File: config.mk
export PLATFORM = sky130hd
export DESIGN_NAME = matmul_result_drain
export DESIGN_NICKNAME = d
export VERILOG_FILES = /design/src/rtl/matmul_result_drain.sv
export SDC_FILE = /design/constraint.sdc
export NUM_CORES = 1
export LEC_CHECK = 0
export CAP_MARGIN = 10
export CORE_ASPECT_RATIO = 2
export CORE_MARGIN = 4
export CORE_UTILIZATION = 30
export CTS_CLUSTER_DIAMETER = 60
export DETAILED_ROUTE_END_ITERATION = 12
export DONT_BUFFER_PORTS = 1
export HOLD_SLACK_MARGIN = 0.08
export MAX_ROUTING_LAYER = met4
export PLACE_DENSITY_LB_ADDON = 0.08
export SLEW_MARGIN = 20
export SYNTH_ARGS = -nofsm -noshare
export SYNTH_HDL_FRONTEND = slang
export SYNTH_SLANG_ARGS = --single-unit
File: constraint.sdc
create_clock -name clk -period 33.9 [get_ports clk]
set_input_delay 5.085 -clock clk [delete_from_list [all_inputs] [get_ports clk]]
set_output_delay 5.085 -clock clk [all_outputs]
set_load 0.03 [all_outputs]
File: src/rtl/matmul_result_drain.sv
// Ping-pong drain of completed NxN result tiles, streamed row-major one element per handshake.
// Latency: a tile accepted into an empty buffer shows element (0,0) the next cycle; 1 element/cycle after that.
// Backpressure: in_ready drops while both banks are full; out_* hold stable while out_ready is low.
// Optional DRAIN_RELU_EN: negative elements are presented as 0; the banks always keep raw values.
module matmul_result_drain #(
   parameter int N  = 4,
   parameter int DW = 32
) (
   input  logic                   clk,
   input  logic                   rst,
   input  logic [N*N*DW-1:0]      in_tile,
   input  logic                   in_valid,
   output logic                   in_ready,
   output logic [DW-1:0]          out_data,
   output logic [$clog2(N)-1:0]   out_row,
   output logic [$clog2(N)-1:0]   out_col,
   output logic                   out_last,
   output logic                   out_valid,
   input  logic                   out_ready,
   output logic                   busy
);

   localparam int NE = N * N;
   localparam int IW = $clog2(NE);
   localparam int RW = $clog2(N);
   localparam logic [IW-1:0] LAST_IDX = IW'(NE - 1);

   // Two tile banks; contents are never reset, occupancy is tracked by r_count
   logic [NE*DW-1:0] r_bank [2];
   logic             r_wr_ptr;
   logic             r_rd_ptr;
   logic [1:0]       r_count;
   logic [IW-1:0]    r_idx;

   logic             w_valid;
   logic             w_accept;
   logic             w_hs;
   logic             w_at_last;
   logic             w_release;
   logic [NE*DW-1:0] w_rd_tile;
   logic [DW-1:0]    w_elem;
   logic [DW-1:0]    w_data;

   // in_ready and out_valid come straight from the occupancy register, so
   // neither handshake input can loop back into its own ready/valid.
   assign in_ready  = (r_count != 2'd2);
   assign w_valid   = (r_count != 2'd0);
   assign w_accept  = in_valid && in_ready;
   assign w_hs      = w_valid && out_ready;
   assign w_at_last = (r_idx == LAST_IDX);
   assign w_release = w_hs && w_at_last;

   assign w_rd_tile = r_bank[r_rd_ptr];
   assign w_elem    = w_rd_tile[r_idx*DW +: DW];

`ifdef DRAIN_RELU_EN
   assign w_data = w_elem[DW-1] ? '0 : w_elem;
`else
   assign w_data = w_elem;
`endif

   // Outputs are forced to zero whenever nothing is being presented
   assign out_valid = w_valid;
   assign out_data  = w_valid ? w_data : '0;
   assign out_row   = w_valid ? RW'(int'(r_idx) / N) : '0;
   assign out_col   = w_valid ? RW'(int'(r_idx) % N) : '0;
   assign out_last  = w_valid && w_at_last;
   assign busy      = w_valid;

   // Capture a whole tile into the free bank in one cycle
   always_ff @(posedge clk) begin
      if (w_accept) begin
         r_bank[r_wr_ptr] <= in_tile;
      end
   end

   // Pointer, element index and occupancy bookkeeping
   always_ff @(posedge clk) begin
      if (rst) begin
         r_wr_ptr <= 1'b0;
         r_rd_ptr <= 1'b0;
         r_count  <= 2'd0;
         r_idx    <= '0;
      end else begin
         if (w_accept) begin
            r_wr_ptr <= ~r_wr_ptr;
         end
         if (w_hs) begin
            r_idx <= w_at_last ? '0 : r_idx + 1'b1;
         end
         if (w_release) begin
            r_rd_ptr <= ~r_rd_ptr;
         end
         // Accept and release together leave occupancy unchanged: the new tile
         // lands in the free bank while the other one is being given back.
         case ({w_accept, w_release})
            2'b10:   r_count <= r_count + 2'd1;
            2'b01:   r_count <= r_count - 2'd1;
            default: r_count <= r_count;
         endcase
      end
   end

endmodule

Word-level counts from Yosys, hierarchy flattened --
Memory sizes are Yosys's and may differ from the RTL's. A register that Yosys moved wholly into a read port is not among the register bits. Cells that the tools add are included.
Storage, ports and cells: memories 1, RAM bits 1024, output and inout bits 40, bits in registers 8, logic and storage cells 30, bits of input ports 516
Operators by class: add/sub/neg operators 3, reduce and logical (&&, ||, !) cells 6, bitwise gates (word level) 2, shift operators 1, multiplexer cells 9, equality and inequality tests 4
Memories:
- r_bank | depth 2, width 512, read ports 1, clocked after Yosys merged registers in 1, write ports 1, RTL line 29 | logic [NE*DW-1:0] r_bank [2];
Operators by type and width (number):
- variable part select 512 x 10 -> 32 bit | 1
- two-way mux 32 bit | 1
- adder 4 x 1 -> 4 bit (second input constant) | 1
- equality test 4 bit (second input constant) | 1
- logical AND 1 bit | 4
- two-way mux 1 bit | 4
- two-way mux 2 bit | 2
- two-way mux 4 bit | 1
- one-hot mux 2 bit (2 select lines) | 1
- nonzero test 2 bit | 2
- adder 2 x 1 -> 2 bit (second input constant) | 1
- equality test 2 x 1 -> 1 bit (second input constant) | 1
- equality test 2 bit (second input constant) | 1
- inequality test 2 bit (second input constant) | 1
- inverter 1 bit | 2
- subtractor 2 x 1 -> 2 bit (second input constant) | 1

Depth between registers and ports, before layout --
Gate-level depths: netlist of the first run.
depth in word-level cells 5, gate-level depth with buffers 9, gate-level depth less buffers 7

Worst setup path before layout of the first run --
Ideal clock, no wire load.
kind input -> register, start in in_valid, end mem r_bank[0][0] (netlist name), enable pin, stages 2, required time 32.499 ns, path slack 6.141 ns, setup time 1.401 ns, path buffers 0, arrival time 26.358 ns, path through nand2_1 nor2_1
Between the ends: cells in the longest elaborated chain, start to end 3
Ends and longest elaborated chain:
- from (decl) | RTL line 12 | input logic in_valid,
- logical AND 1 bit | RTL line 48 | assign w_accept = in_valid && in_ready;
- two-way mux 1 bit | RTL line 72 | if (w_accept) begin
- two-way mux 1 bit (implied by the code) | RTL line 73 | r_bank[r_wr_ptr] <= in_tile;
- to (decl) | RTL line 29
Every way passes these cells.

==> results of run 1 <==
[area by class of cell]
cell class              instances  area [um^2]  area share, %
clock buffers                 113         2550           5.64
well taps                    1710         2140           4.73
flip-flops and latches       1033        30900           68.4
clock inverters                73          731           1.61
multi-input cells             698         8340           18.4
repair buffers                 38          318          0.702
inverters                       3         11.3         0.0249
diodes                         91          228          0.503
[flip-flops by register name, indices dropped and copies added (netlist names), named ones only]
signal and cells:
r_bank 1024, r_count 2, r_idx 4, r_rd_ptr 1, r_wr_ptr 1
[metrics by stage]
stage	instances	power [uW]	instance area (um^2)	setup slack (ns)	hold WS (ns)
after detailed placement	3482	1770	41700	24.09	0.502
after floorplan	1851	1760	39800	6.14	0.481
after CTS	3668	2910	45000	23.33	0.520
after global placement	3482	1760	41700	23.83	0.499
after global routing	3756	2970	45200	23.16	0.558
final	3759	2850	45300	23.45	0.513
[cell usage in the layout (no fill, tap or decap), types with 3 or more instances in the layout]
master / count
mux4_2: 191
dfxtp_4: 3
buf_4: 34
diode_2: 91
and4_1: 23
nor4_1: 21
clkbuf_16: 100
nor2b_1: 3
nor2_4: 3
and4b_1: 23
edfxtp_1: 1024
and3b_1: 23
and3_1: 24
clkbuf_1: 13
mux2_2: 33
mux2i_1: 130
a22oi_1: 81
xnor2_1: 3
nand2_1: 37
nand3_1: 57
nor2_1: 8
inv_6: 5
o21ai_0: 3
clkinv_1: 25
clkinvlp_4: 3
dfxtp_1: 6
clkinv_2: 18
clkinv_4: 5
nand4_1: 8
a21oi_1: 4
bufinv_16: 12
clkinv_8: 4
[worst register-to-register path: stages, from the launching register on]
cell	delay, ns
dfxtp_1	0.50
nand2b_1	0.48
nand2_1	0.25
nor2_4	0.71
buf_4	0.74
buf_4	0.83
buf_4	0.93
[kinds of logic (layout without fill, tap and decap cells)]
| family | count (synthesis) | after routing | synth area share, % |
|---|---|---|---|
| DFF | 1033 | 1033 | 77.8 |
| muxes | 354 | 354 | 15.0 |
| and+or+nand+nor | 243 | 243 | 3.87 |
| buffers and inverters | 120 | 227 | 1.42 |
| AOI/OAI and AO/OA | 94 | 94 | 1.74 |
| xor gates and xnor gates | 5 | 5 | 0.110 |
| adders and majority gates | 2 | 2 | 0.0629 |
| other | 0 | 91 | 0 |
[power breakdown]
group,switching (uW),total (uW),internal (uW)
registers,22.5,1540,1520
logic,129,185,55.5
clock network,489,1130,636
[routing by layer]
metal | up-vias | share of wire, % | track usage, %
li1 | 7963 | - | -
met4 | 0 | 2.6 | 5.14
met2 | 681 | 53 | 30.2
met3 | 129 | 14 | 10.3
met5 | - | 0 | -
met1 | 9465 | 31 | 15.5
[worst min path at each step]
stage | cells past startpoint | slack, ns | to
detailed placement | 2 | 0.50 | r_rd_ptr
finish | 2 | 0.51 | flip-flop
global route | 2 | 0.56 | flip-flop
CTS | 2 | 0.52 | r_rd_ptr
global placement | 2 | 0.50 | r_rd_ptr
floorplan | 2 | 0.48 | flip-flop
==> key figures, run 1 <==
Yosys
  – Synthesis Warnings: 0
  – Netlist Area Pre-Place: 39800 um^2
  – Ys async rst share: 0%
  – Top-area cell type share of the netlist area: 77.3%
  – Synth Instances: 1851
  – Count leader, synth: edfxtp_1
  – Syn avg cell area: 21.5 um^2
  – Synthesized Nets: 2369
  – Synth area leader: edfxtp_1
  – Seq/Total Area, Yosys: between 70% and 80%
  – Yosys cell types: 38
  – Synth Flop Type: edfxtp_1
  – Top post-synthesis cells by count: edfxtp_1 (1024), mux4_2 (191), mux2i_1 (130), a22oi_1 (81), clkbuf_1 (68)
  – Post-synth EDFFs: 1024
  – Top post-synthesis cells by area: edfxtp_1 (77%), mux4_2 (11%), mux2i_1 (3.3%), a22oi_1 (1.5%), mux2_2 (0.93%)
  – Synth Register Bits: a little over 1k

Power and ir drop
  – Peak supply drop: about 0.047 mV
  – Static Leakage: approximately 0.014 uW
  – Power density over cell area: 63.0 nW/um^2

Route
  – Via density: 4.85
  – Routed len/inst: 31.4 um
  – Initial DRC Count: 1133
  – Vias: 18.2k
  – DRC Markers: 0
  – Final ANT Viol Nets: 0
  – Pre-antenna DRT Iters: 5
  – Routed WL: 118 mm

Setup path
  – Largest fanout on the critical path: slightly below 80
  – Crit-path leading delay family: simple AND/OR/NAND/NOR gates
  – R2R depth: 6
  – Worst path depth: 6
  – Worst R2R Setup Slack: roughly 29 ns
  – CP endpoint: out_data[2]
  – CP Cell Sequence: buf_12 > buf_4 > mux4_2 > and3b_1 > nor4_1 > nand3_1
  – Critical path class: reg2out
  – WP data arrival: 5.37 ns
  – Worst path slowest cell: nor4_1
  – Bufs and invs on worst path: 2
  – Critical R2R Capture: r_bank[0][147]
  – Crit path largest cell delay: 1.05 ns
  – Critical path required time: 28.81 ns
  – Worst setup SP type: flip-flop
  – Worst Setup End Kind: primary output
  – Reg-to-reg startpoint: r_count[0]

STA
  – Sum Neg Setup Slack: 0 ns
  – RSZ-0062 raised after global routing: false
  – Fin crit period: 10.45 ns
  – Clock skew: 0.0261 ns
  – Period utilization: a little under a third
  – Normalized max-slew margin: 14.8%
  – Fmax: ~0.096 GHz
  – Final Setup Violations: 0
  – Worst-Margin Slew: 1.27 ns
  – Slew Viols, Final: 0
  – Hold Violations, Final: 0

Final layout
  – Area Overhead vs Synth: 13.8%
  – Layout cells sized above 1: 21.8%
  – Final net count: 2391
  – Final core occ: 34.4%
  – Fillers: between 10k and 15k

Floorplan
  – Die ar.: 139000 um^2
  – I/O pin count: about 560
  – Initial core utilization: between 30% and 40%
  – Die Y: 523 um
  – Die X-Extent: 265 um
  – Row count: 188
  – Core box area: 131000 um^2

Clock network
  – Cts-stage hold buffer count: 0
  – CTS HTree Levels: 3
  – Setup Buffers After CTS: 0
  – Clock latency on the worst-skew pair: 0.69 ns
  – CTS clk-pin slew, worst paths: 0.06 ns
  – TritonCTS clock tree: yes
  – Root buffer cell: clkbuf_16
  – Clk sinks: 1033
  – Post-CTS Resized: 0
  – Total CTS buffers: 99
  – Maximum root-to-sink buffer count: 3

GRT
  – Vias in the first global route: ~20k
  – Initial antenna violation count: 55
  – Largest net degree at the start of global routing: around 110
  – GR Overflow Total: 0
  – First-pass GRT wire length: 162 mm
  – GRT Util Overall: 17.2%

Placement
  – IO Port Bufs: 0
  – Detailed placement HPWL: 81.9 mm
  – GP Congestion: between 0.7 and 0.8

Outcome
  – Status: complete, no violations

Run
  – # Max-Cap Violations: 0

Hold path
  – HP Class: reg2reg
  – Min-Delay Startpoint: r_rd_ptr
No activity file was read; power rests on OpenSTA's default activity.
==> inputs of run 2 (changes only) <==
==> constraint.sdc (replaced) <==
create_clock -name clk -period 9.7 [get_ports clk]
set_input_delay 1.455 -clock clk [delete_from_list [all_inputs] [get_ports clk]]
set_output_delay 1.455 -clock clk [all_outputs]
set_load 0.03 [all_outputs]
==> run 2 against run 1 <==
First-iteration DRC count down 18%. Count of clock-buffer cells in the layout up 9. Wire length up 1.2%. Hold slack better by 0.019 ns. Sequential cell count unchanged. Final area down 0.21%. Combinational power rose to 3.5 times the previous value. Global-route usage up 0.22 points. Clock power rose to 3.4 times the previous value. Critical path depth down 1. Critical endpoint is now out_data[8]. Die area unchanged. Cell count up 0.24%.
==> key figures, run 2 (same netlist as run 1, synthesis figures left out) <==
STA
  – Slew Viols, Final: 0 (unchanged)
  – Worst-Margin Slew: 1.16 ns (-0.109 ns)
  – Sum Neg Setup Slack: 0 ns (unchanged)
  – Fin crit period: 5.99 ns
  – Fmax: 0.167 GHz
  – Final Setup Violations: 0 (unchanged)
  – Hold Violations, Final: 0 (unchanged)
  – Normalized max-slew margin: 22.9% (+8.0 points)
  – WHS: 0.532 ns (+0.0192 ns)
  – Period utilization: 61.8%
  – RSZ-0062 raised after global routing: false
  – Clock skew: 0.0264 ns (+0.000362 ns)

Final layout
  – Leading cell type in the layout, fill and taps excluded: edfxtp_1
  – Final net count: 2382 (-0.38%)
  – Area Overhead vs Synth: 13.6%
  – Layout cells sized above 1: 21.4% (-0.44 points)
  – Largest register FFs: 1024 (unchanged)
  – Largest Register: r_bank
  – Top Registers: r_bank: 1024 flops, r_idx: 4 flops, r_count: 2 flops
  – Fillers: 12.2k (+0.16%)
  – Commonest cells after routing, fill and taps aside: edfxtp_1 (1024), mux4_2 (191), mux2i_1 (130), clkbuf_16 (101), a22oi_1 (81)
  – Post-Layout Cell Count: 3768 (+0.24%)

Clock network
  – Setup Buffers After CTS: 0 (unchanged)
  – Clk sinks: 1033 (unchanged)
  – TritonCTS clock tree: yes
  – Cts-stage hold buffer count: 0 (unchanged)
  – CTS clk-pin slew, worst paths: 0.06 ns (about the same)
  – Post-CTS Resized: 0 (unchanged)
  – Clock latency on the worst-skew pair: 0.68 ns (about the same)
  – Total CTS buffers: 99 (unchanged)
  – Maximum root-to-sink buffer count: 3 (unchanged)
  – Root buffer cell: clkbuf_16
  – CTS HTree Levels: 3 (unchanged)

Floorplan
  – Die Y: 523 um (unchanged)
  – Die X-Extent: 265 um (unchanged)
  – Core box area: 131000 um^2 (unchanged)
  – Row count: 188 (unchanged)
  – Die ar.: 139000 um^2 (unchanged)
  – I/O pin count: 556 (unchanged)
  – Initial core utilization: 30.2% (unchanged)

Setup path
  – Crit path largest cell delay: 0.88 ns (-0.17 ns)
  – Worst setup SP type: flip-flop
  – WP data arrival: 4.54 ns (-0.83 ns)
  – Critical R2R Capture: r_bank[1][285]
  – Critical path required time: 8.25 ns (-20.56 ns)
  – Bufs and invs on worst path: 1 (-1)
  – Worst path slowest cell: dfxtp_4
  – Critical path class: reg2out
  – Largest fanout on the critical path: 84 (+7.7%)
  – CP Cell Sequence: buf_12 > mux4_2 > and4_1 > nor4_1 > nand3_1
  – Worst R2R Setup Slack: 6.03 ns (-22.98 ns)
  – Worst Setup End Kind: primary output
  – Reg-to-reg startpoint: r_count[0]
  – R2R depth: 4 (-2)
  – Crit-path leading delay family: simple AND/OR/NAND/NOR gates

Hold path
  – HP Class: reg2reg
  – Worst Hold Depth: 2 (unchanged)
  – Hold endpoint: r_rd_ptr
  – Min-Delay Startpoint: r_rd_ptr

GRT
  – Vias in the first global route: 20.2k (-0.66%)
  – GRT Util Overall: 17.4% (+0.22 points)
  – First-pass GRT wire length: 163 mm (+0.97%)
  – GR Overflow Total: 0 (unchanged)
  – Initial antenna violation count: 64 (+16%)
  – Largest net degree at the start of global routing: 159 (+46%)

Route
  – Vias: 18.3k (+0.15%)
  – Final ANT Viol Nets: 0 (unchanged)
  – Via density: 4.85 (about the same)
  – Routed len/inst: 31.7 um (+0.93%)
  – Routed WL: 119 mm (+1.2%)
  – Pre-antenna DRT Iters: 5 (unchanged)
  – Initial DRC Count: 926 (-18%)
  – DRC Markers: 0 (unchanged)

Power and ir drop
  – P_sw: 2210 uW (+250%)
  – Clock Power Share: 38.5% (-1.0 points)
  – Static Leakage: 0.0137 uW (-0.50%)
  – Seq pwr share: 54.9% (+0.8 points)
  – Peak supply drop: 0.154 mV (+220%)
  – Cell-internal power: 7610 uW (+240%)
  – Power density over cell area: 217 nW/um^2 (+250%)
  – Comb pwr share: 6.6% (about the same)
  – Sw Share: 22.5% (+0.049 points)

Placement
  – DP Cell Count: 3473 (-0.26%)
  – IO Port Bufs: 0 (unchanged)
  – GP Congestion: 0.747 (-0.36%)
  – Detailed placement HPWL: 81.3 mm (-0.68%)

Run
  – # Max-Cap Violations: 0 (unchanged)

Outcome
  – Status: complete, no violations
run 2: changes by cell type in the layout (fill, tap and decap cells not counted), moves of 5 or more:
cell | previous run | this run
buf_12 | 2 | 9
buf_4 | 34 | 19
bufinv_16 | 12 | 7
clkbuf_1 | 13 | 21
clkinv_1 | 25 | 17
clkinv_2 | 18 | 30
diode_2 | 91 | 111
run 2: metal layers:
metal | vias up | routed length [um] | GRT usage (%)
met4 | 0 | 2270 | 4.14
met3 | 98 | 16000 | 10.3
li1 | 7990 | - | -
met2 | 618 | 62900 | 30.7
met5 | - | 0 | -
met1 | 9560 | 38300 | 16.1
run 2: how the worst max path moves through the flow:
stage / start / endpoint / cells past startpoint
floorplan: in_valid / r_bank[0][0] / 2
global placement: flip-flop / out_data[1] / 5
detailed placement: flip-flop / out_data[31] / 5
CTS: flip-flop / out_data[31] / 5
global route: flip-flop / out_data[5] / 5
finish: flip-flop / out_data[8] / 5
run 2: stage by stage:
| stage | utilization [%] | setup slack, ns | power [uW] | cell area (um^2) |
|---|---|---|---|---|
| 4_1_cts | 34.1 | 3.49 | 10000 | 44900 |
| 2_1_floorplan | - | 0.0635 | 5970 | 39800 |
| 6_report | 34.3 | 3.71 | 9820 | 45200 |
| 3_3_place_gp | 31.7 | 3.96 | 6140 | 41700 |
| 3_5_place_dp | 31.8 | 4.25 | 6170 | 41800 |
| 5_1_grt | 34.3 | 3.45 | 10200 | 45100 |
run 2: cell type report:
class	count	area, um^2	share of cell area [%]
Clock buffer	122	2610	5.77
Antenna cell	111	278	0.615
Multi-Input combinational cell	698	8340	18.5
Clock inverter	62	515	1.14
Tap cell	1710	2140	4.74
Timing Repair Buffer	29	334	0.740
Sequential cell	1033	30900	68.5
Inverter	3	11.3	0.0249
run 2: power by group through the flow:
stage / clock network [uW] / logic [uW] / registers (uW)
finish: 3790 / 649 / 5390
global route: 4120 / 701 / 5410
CTS: 3930 / 687 / 5390
detailed placement: 0 / 685 / 5490
global placement: 0 / 673 / 5470
floorplan: 0 / 430 / 5540
run 2: worst reg2reg max path, stage by stage, from the launching register on:
cell and delay [ns]:
dfxtp_1 0.49, nand2b_1 0.46, and3_4 0.51, buf_4 0.85
buf_12 0.60
